[src/rtl/shifter_pkg.sv]
// Shared encodings and sizing for the iterative shifter, the ALUOut mux and the control unit.
package shifter_pkg;

    localparam int WIDTH   = 32;
    localparam int SHAMT_W = 5;

    localparam logic [1:0] SH_SLL = 2'b00;
    localparam logic [1:0] SH_SRL = 2'b01;
    localparam logic [1:0] SH_SRA = 2'b10;
    localparam logic [1:0] SH_ROR = 2'b11;

    typedef enum logic [1:0] {
        S_IDLE  = 2'b00,
        S_SHIFT = 2'b01,
        S_DONE  = 2'b10
    } state_t;

endpackage

[src/rtl/shift_step.sv]
// Combinational one-bit-position step of the iterative shifter.
module shift_step #(
    parameter int WIDTH = shifter_pkg::WIDTH
) (
    input  logic [1:0]       op,
    input  logic [WIDTH-1:0] r,
    output logic [WIDTH-1:0] next_r
);
    import shifter_pkg::*;

    always_comb begin
        next_r = r;
        case (op)
            SH_SLL:  next_r = {r[WIDTH-2:0], 1'b0};
            SH_SRL:  next_r = {1'b0, r[WIDTH-1:1]};
            SH_SRA:  next_r = {r[WIDTH-1], r[WIDTH-1:1]};
            SH_ROR:  next_r = {r[0], r[WIDTH-1:1]};
            default: next_r = r;
        endcase
    end

endmodule

[src/rtl/iterative_shifter.sv]
// Multicycle shifter: one bit position per clock; the result register holds until the next accepted start.
module iterative_shifter #(
    parameter int WIDTH   = shifter_pkg::WIDTH,
    parameter int SHAMT_W = shifter_pkg::SHAMT_W
) (
    input  logic               clk,
    input  logic               reset,
    input  logic               start,
    input  logic [1:0]         op,
    input  logic [WIDTH-1:0]   data_in,
    input  logic [SHAMT_W-1:0] shamt,
    output logic               busy,
    output logic               done,
    output logic [WIDTH-1:0]   result
);
    import shifter_pkg::*;

    state_t             state_q, state_d;
    logic [WIDTH-1:0]   result_q, result_d;
    logic [SHAMT_W-1:0] count_q, count_d;
    logic [1:0]         op_q, op_d;
    logic [WIDTH-1:0]   step_r;

    shift_step #(.WIDTH(WIDTH)) u_step (
        .op     (op_q),
        .r      (result_q),
        .next_r (step_r)
    );

    always_ff @(posedge clk) begin
        if (reset) begin
            state_q  <= S_IDLE;
            result_q <= '0;
            count_q  <= '0;
            op_q     <= SH_SLL;
        end else begin
            state_q  <= state_d;
            result_q <= result_d;
            count_q  <= count_d;
            op_q     <= op_d;
        end
    end

    always_comb begin
        state_d  = state_q;
        result_d = result_q;
        count_d  = count_q;
        op_d     = op_q;
        case (state_q)
            S_IDLE: begin
                if (start) begin
                    result_d = data_in;
                    count_d  = shamt;
                    op_d     = op;
                    state_d  = (shamt != '0) ? S_SHIFT : S_DONE;
                end
            end
            S_SHIFT: begin
                result_d = step_r;
                count_d  = count_q - SHAMT_W'(1);
                if (count_q == SHAMT_W'(1)) state_d = S_DONE;
            end
            S_DONE: begin
                state_d = S_IDLE;
            end
            default: begin
                state_d = S_IDLE;
            end
        endcase
    end

    assign busy   = (state_q == S_SHIFT) || (state_q == S_DONE);
    assign done   = (state_q == S_DONE);
    assign result = result_q;

endmodule
[config.mk]
export PLATFORM = sky130hd
export DESIGN_NAME = iterative_shifter
export DESIGN_NICKNAME = d
export VERILOG_FILES = /design/src/rtl/shifter_pkg.sv /design/src/rtl/shift_step.sv /design/src/rtl/iterative_shifter.sv
export SDC_FILE = /design/constraint.sdc
export NUM_CORES = 1
export LEC_CHECK = 0
export BUFFER_PORTS_ARGS = -buffer_cell sky130_fd_sc_hd__buf_2
export CAP_MARGIN = 20
export CORE_MARGIN = 3
export CORE_UTILIZATION = 51
export CTS_CLUSTER_SIZE = 24
export DETAILED_ROUTE_END_ITERATION = 10
export GPL_TIMING_DRIVEN = 1
export PLACE_DENSITY_LB_ADDON = 0.12
export SLEW_MARGIN = 30
export SYNTH_ARGS = -nofsm -noshare
export SYNTH_HDL_FRONTEND = slang
export SYNTH_SLANG_ARGS = --single-unit
[constraint.sdc]
create_clock -name clk -period 1.87 [get_ports clk]
set_input_delay 0.0935 -clock clk [delete_from_list [all_inputs] [get_ports clk]]
set_output_delay 0.0935 -clock clk [all_outputs]
set_load 0.02 [all_outputs]
==> results of run 1 <==
-- state kept, by name, summed over array words and instances, names as in the netlist --
register / cells
op_q: 2
count_q: 5
state_q: 2
result: 32
-- how the worst max path moves through the flow --
stage,start,end,slack (ns),depth (start not counted)
global placement,state_q[1]$_SDFFE_PP0P_,result[15]$_SDFFE_PP0P_,0.21,6
CTS,state_q[1]$_SDFFE_PP0P_,result[19]$_SDFFE_PP0P_,0.14,6
detailed placement,state_q[1]$_SDFFE_PP0P_,result[5]$_SDFFE_PP0P_,0.16,6
finish,state_q[1]$_SDFFE_PP0P_,result[12]$_SDFFE_PP0P_,0.10,6
global route,state_q[1]$_SDFFE_PP0P_,result[13]$_SDFFE_PP0P_,0.006,6
floorplan,state_q[0]$_SDFFE_PP0P_,count_q[3]$_SDFFE_PP0P_,0.37,7
-- placed cells by master (no fill, tap or decap), drive strengths merged, types with 2 or more instances in the layout --
cell,synthesis,final
nand2,7,7
buf,15,84
nor2b,6,6
inv,39,39
o311ai,30,30
nor2,8,8
nand3,2,2
a32o,31,31
dfxtp,41,41
nand2b,3,3
a311oi,2,2
or2,30,30
ha,5,5
a21oi,7,7
o21ai,33,33
nor3,2,2
o22ai,2,2
clkbuf,16,7
a221oi,2,2
-- power by group through the flow --
| stage | combinational, mW | sequential, mW | clock [mW] |
|---|---|---|---|
| floorplan | 0.752 | 1.33 | 0 |
| global placement | 1.16 | 1.23 | 0 |
| finish | 1.18 | 1.21 | 0.584 |
| detailed placement | 1.18 | 1.23 | 0 |
| CTS | 1.18 | 1.21 | 0.600 |
| global route | 1.31 | 1.24 | 0.638 |
-- metrics by stage --
stage	area (µm²)	worst slack, ns	hold slack [ns]
after CTS	2950	0.138	0.0536
final	2950	0.105	0.0620
after detailed placement	2870	0.160	0.364
after global routing	2950	0.00605	0.0561
after floorplan	2470	0.371	0.241
after global placement	2870	0.205	0.361
-- critical path: cells and delay by family, from the launching register on --
| kind | cells | cell delay (ns) |
|---|---|---|
| multiplexers | 1 | 0.36 |
| buffers and inverters | 2 | 0.33 |
| adder cells (fa/ha/maj) | 1 | 0.33 |
| flip-flops | 1 | 0.32 |
| AO/OA/AOI/OAI | 1 | 0.24 |
| AND/OR/NAND/NOR | 1 | 0.07 |
-- logic make-up (layout without fill, tap and decap cells) --
kind of cell	count (synthesis)	in the layout	synth area share, %
buffers and inverters	70	130	12.4
flip-flops	41	41	33.2
AO/OA/AOI/OAI	115	115	36.2
multiplexers	2	2	1.01
adder cells (fa/ha/maj)	5	5	2.53
AND/OR/NAND/NOR	62	62	14.7
-- final cells by class --
class,count,share of cell area (%)
inverters,39,4.96
repair buffers,84,16.3
flip-flops and latches,41,27.9
well taps,52,2.20
multi-input cells,184,45.8
clock buffers,7,2.92
-- layer usage --
| layer | part of all wire, % | GRT usage (%) |
|---|---|---|
| met1 | 48 | 28.0 |
| met4 | 0.46 | 4.85 |
| met2 | 45 | 33.6 |
| met3 | 6.8 | 4.88 |
| met5 | 0 | 0 |
==> results by group, run 1 <==
STA
  • Slew at the pin closest to its max-slew limit: 0.458 ns
  • Tcrit/Tclk final: 94.4%
  • Clock Skews: between 0.004 and 0.005 ns
  • Fmax: roughly 0.57 GHz
  • Final TNS setup: 0 ns
  • Slew HR: 69.5%
  • Tmin final: approximately 1.8 ns
  • Final hold viol count: 0
  • RSZ-0062 raised after global routing: false
  • Finish-stage setup viols: 0
  • Pins Over Slew Limit: 0

Logic synthesis
  • Post-synth EDFFs: 0
  • Post-synth top cells: dfxtp_1, inv_1, o21ai_0
  • Cells after synthesis: 295
  • Sequential cell area fraction in the yosys report: around 33%
  • Distinct cells, synth: 37
  • Share of the synthesized area in the top cell type: about a third
  • Mapped Avg Cell Area: 8.39 µm²
  • Net count after synthesis: between 300 and 400
  • Ys flop type: dfxtp_1
  • Synth area leader: dfxtp_1
  • Count leader, synth: dfxtp_1
  • #FFs+latches synth: slightly above 40
  • Synthesis Warnings: 0
  • Netlist Area Pre-Place: 0.00247 mm²
  • Asr flop ratio synth: 0%
  • Area contributors post-synth: dfxtp_1, a32o_1, or2_2

Worst hold path
  • Hold path cells: 3
  • Worst hold path endpoint: op_q[0]$_SDFFE_PP0P_
  • Min-Delay Path Class: in -> reg
  • Hold path startpoint: op[0]

Final layout
  • Ant. Diodes: 0
  • Area growth syn-to-layout: 19.4%
  • Multi-input gate area: 0.00135 mm²
  • Nets: around 400
  • FF/Latch Area: 823 µm²
  • Post-Layout Cell Count: 407
  • Layout cell share with drive strength beyond 1: 36.3%
  • Fillers: 403
  • Final core utilization: 65.6%

Die
  • Initial Util: 54.9%
  • Die Y: between 70 and 80 µm
  • Core Box Area: approximately 0.0045 mm²
  • Die ar.: 0.00572 mm²
  • Ports: 76
  • Die width: about 76 µm
  • # rows: 24

Place
  • Final Wtd Congestion: 0.855
  • DPL Wire Length: 4010 µm
  • Dpl cells: 400
  • Number of port buffers: 75

Clock network
  • CTS tree: built
  • Clk Tree Root Cell: clkbuf_8
  • Hold-fix buffers, CTS: 0
  • CTS sink count: between 40 and 50
  • Clock Latency Late Sink: 0.29 ns
  • Post-CTS setup-driven buffer insertion count: 0
  • Post-CTS Resized: 0
  • Inserted Clock Buffers: 5
  • Clk buf depth: 2
  • Clock transition at path regs: 0.08 ns
  • H-Tree Depth: 2

Global routing
  • First-pass GRT wire length: 9460 µm
  • Pin count of the biggest net entering global routing: 37
  • Number of global-route vias before repair: 2100
  • GRT Util Overall: 20.7%
  • Antenna violations before repair: 0
  • Grt total ovfl: 0

Setup path
  • R2R cell count: 6
  • CP Capture Type: flop
  • Worst reg2reg startpoint: state_q[1]$_SDFFE_PP0P_
  • Worst reg2reg setup slack: 0.10 ns
  • Max incr delay on CP: 0.36 ns
  • Worst r2r dst: result[12]$_SDFFE_PP0P_
  • Critical path startpoint category: flop
  • Critical-path cell list: inv_1 > ha_1 > mux2i_1 > nor2_2 > buf_4 > a32o_1
  • WP data required: between 2 and 2.5 ns
  • CP arrival: 1.94 ns
  • Slowest cell on crit path: mux2i_1
  • Crit path max fanout: 19
  • Critical path class: reg -> reg

Route
  • Via count: 2397
  • 1st-iter DRT viols: 156
  • DR vias/cell: between 5 and 6
  • Final ANT Viol Nets: 0
  • Average wire per standard cell: 14.4 µm
  • Routed Wire Length: just under 6000 µm
  • Pre-antenna DRT Iters: 4
  • DRC violations left: 0

Pwr
  • Flop pwr share: 40.7%
  • P_sw: 1.13 mW
  • Pwr Total: 2.97 mW
  • Pwr per Cell Area: 1010 mW/mm²
  • Internal cell power: 1.84 mW
  • Clock power frac: between 15 and 20%
  • Net Sw Frac: 38.1%
  • Lkg Pwr: 1.20 nW
  • Gate power share: 39.7%
  • Peak VDD IR: between 0.5 and 0.6 mV

Job
  • Maxcap violations: 0

Outcome
  • Status: complete, no violations
No activity file was read; power rests on OpenSTA's default activity.
==> inputs of run 2 (changes only) <==
- CELL_PAD_IN_SITES_DETAIL_PLACEMENT: default -> 0
- CELL_PAD_IN_SITES_GLOBAL_PLACEMENT: default -> 1
- CORE_UTILIZATION: 51 -> 37
==> run 2 against run 1 <==
  * Via count decreased by 0.42%
  * Highest routed layer unchanged
  * Wire length grew 8.9%
  * Flip-flop and latch count did not move
  * Clock power increased by 0.7%
  * Largest power group is now combinational cells
  * Sequential share of layout area is 0.23 points lower
==> results by group, run 2 (synthesized netlist as in run 1, its figures left out) <==
Outcome
  • Status: complete, no violations

Global routing
  • Antenna violations before repair: 0 (unchanged)
  • Number of global-route vias before repair: 2196 (+4.6%)
  • First-pass GRT wire length: 10400 µm (+10%)
  • Grt total ovfl: 0 (unchanged)
  • Pin count of the biggest net entering global routing: 41 (+11%)
  • GRT Util Overall: 16.6% (-4.2 points)

Die
  • Initial Util: 38.5% (-16 points)
  • # rows: 29 (+21%)
  • Die width: 87.8 µm (+16%)
  • Die Y: 87.8 µm (+16%)
  • Die ar.: 0.00771 mm² (+35%)
  • Core Box Area: 0.00642 mm² (+43%)
  • Ports: 76 (unchanged)

STA
  • RSZ-0062 raised after global routing: false
  • Slew at the pin closest to its max-slew limit: 0.356 ns (-0.102 ns)
  • Final hold viol count: 0 (unchanged)
  • Tcrit/Tclk final: 92.2% (-2.2 points)
  • Tmin final: 1.72 ns (-0.0411 ns)
  • Fmax: 0.580 GHz (+2.4%)
  • Finish-stage setup viols: 0 (unchanged)
  • Pins Over Slew Limit: 0 (unchanged)
  • Slew HR: 76.0% (+6.5 points)
  • Final TNS setup: 0 ns (unchanged)
  • Clock Skews: 0.00524 ns (+0.00110 ns)

Pwr
  • Pwr Total: 2.99 mW (+0.53%)
  • Pwr per Cell Area: 1000 mW/mm² (-0.32%)
  • Lkg Pwr: 1.20 nW (about the same)
  • Peak VDD IR: 0.448 mV (-16%)

Worst hold path
  • Min-Delay Path Class: in -> reg

Setup path
  • Worst setup endpoint: result[1]$_SDFFE_PP0P_
  • CP arrival: 1.95 ns (about the same)
  • Critical path class: reg -> reg
  • Worst reg2reg startpoint: state_q[1]$_SDFFE_PP0P_
  • Slowest cell on crit path: mux2_4
  • Worst reg2reg setup slack: 0.15 ns (+0.04 ns)
  • CP Capture Type: flop
  • Max incr delay on CP: 0.41 ns (+0.05 ns)
  • Worst setup startpoint: state_q[1]$_SDFFE_PP0P_
  • R2R cell count: 6 (unchanged)
  • Worst r2r dst: result[1]$_SDFFE_PP0P_
  • Critical path startpoint category: flop
  • WP data required: 2.10 ns (+0.05 ns)
  • Crit path max fanout: 30 (+11)
  • Critical-path cell list: inv_1 > ha_1 > mux2_4 > nor2_2 > buf_12 > a32o_1

Final layout
  • Max reg flops: 32 (unchanged)
  • Nets: 404 (+0.50%)
  • Fillers: 676 (+68%)
  • Commonest non-fill, non-tap cell in the layout: buf_2
  • Most frequent cells in the layout: buf_2, inv_1, dfxtp_1, o21ai_0, a32o_1
  • Area growth syn-to-layout: 20.4%
  • Ant. Diodes: 0 (unchanged)
  • Layout cell share with drive strength beyond 1: 37.0% (+0.64 points)
  • FF/Latch Area: 823 µm² (unchanged)
  • Multi-input gate area: 0.00136 mm² (+0.28%)

Place
  • DPL Wire Length: 4430 µm (+11%)
  • Final Wtd Congestion: 0.774 (-9.5%)
  • Number of port buffers: 75 (unchanged)

Route
  • Average wire per standard cell: 14.7 µm (+2.1%)
  • Final ANT Viol Nets: 0 (unchanged)
  • DR vias/cell: 5.50 (-6.6%)
  • Pre-antenna DRT Iters: 4 (unchanged)
  • 1st-iter DRT viols: 101 (-35%)
  • DRC violations left: 0 (unchanged)
  • Routed Wire Length: 6380 µm (+8.9%)
  • Via count: 2387 (-0.42%)

Clock network
  • Clk Tree Root Cell: clkbuf_8
  • CTS tree: built
  • Clock Latency Late Sink: 0.29 ns (about the same)
  • H-Tree Depth: 2 (unchanged)
  • CTS sink count: 41 (unchanged)
  • Clock transition at path regs: 0.08 ns (about the same)
  • Post-CTS setup-driven buffer insertion count: 0 (unchanged)
  • Clk buf depth: 2 (unchanged)
  • Inserted Clock Buffers: 5 (unchanged)

Job
  • Maxcap violations: 0 (unchanged)
==> run 2: metal layers <==
layer | vias up | part of all wire (%) | GRT usage (%)
met3 | 4 | 5.8 | 4.52
met4 | 0 | 0.52 | 3.35
met5 | - | 0 | 0
met1 | 1109 | 52 | 24.2
met2 | 56 | 42 | 24.5
li1 | 1218 | - | -
==> run 2: worst min path at each step <==
stage,start,end,slack [ns],cells after the start
after floorplan,op[0],op_q[0]$_SDFFE_PP0P_,0.24,2
after global placement,op[0],op_q[0]$_SDFFE_PP0P_,0.37,3
after detailed placement,op[1],op_q[1]$_SDFFE_PP0P_,0.37,3
after CTS,op[1],op_q[1]$_SDFFE_PP0P_,0.07,3
after global routing,op[1],op_q[1]$_SDFFE_PP0P_,0.07,3
final,op[1],op_q[1]$_SDFFE_PP0P_,0.07,3
==> run 2: report_power, final <==
group,switching [mW],leakage [nW],internal [mW]
Clock,0.295,0.0443,0.293
Combinational,0.703,0.815,0.513
Sequential,0.150,0.338,1.04
==> run 2: critical path, delay by kind of cell (launching register included) <==
| family | cells | cell delay (ns) |
|---|---|---|
| AOI/OAI and AO/OA | 1 | 0.14 |
| adders and majority gates | 1 | 0.33 |
| buffers and inverters | 2 | 0.31 |
| DFF | 1 | 0.32 |
| muxes | 1 | 0.41 |
| and+or+nand+nor | 1 | 0.15 |
==> run 2: timing repair <==
action | 4_1_cts | 5_1_grt
hold buffers | 0 | 0
endpoints found under the setup margin | 0 | 6
resized for setup | 0 | 1
==> run 2: stage by stage <==
stage	instance area, µm²	setup slack [ns]	utilization (%)	instances	hold WS, ns
2_1_floorplan	2470	0.371	-	295	0.241
3_3_place_gp	2890	0.169	45.0	427	0.369
3_5_place_dp	2890	0.124	45.0	427	0.373
4_1_cts	2980	0.112	46.3	434	0.0650
5_1_grt	2980	0.0325	46.4	434	0.0714
6_report	2980	0.146	46.4	434	0.0712
==> run 2: final cells by class <==
| class | count | area share [%] |
|---|---|---|
| timing repair buffer | 86 | 15.8 |
| inverter | 39 | 4.91 |
| sequential | 41 | 27.6 |
| multi-input combinational | 184 | 45.5 |
| clock buffer | 7 | 2.90 |
| tap | 77 | 3.23 |
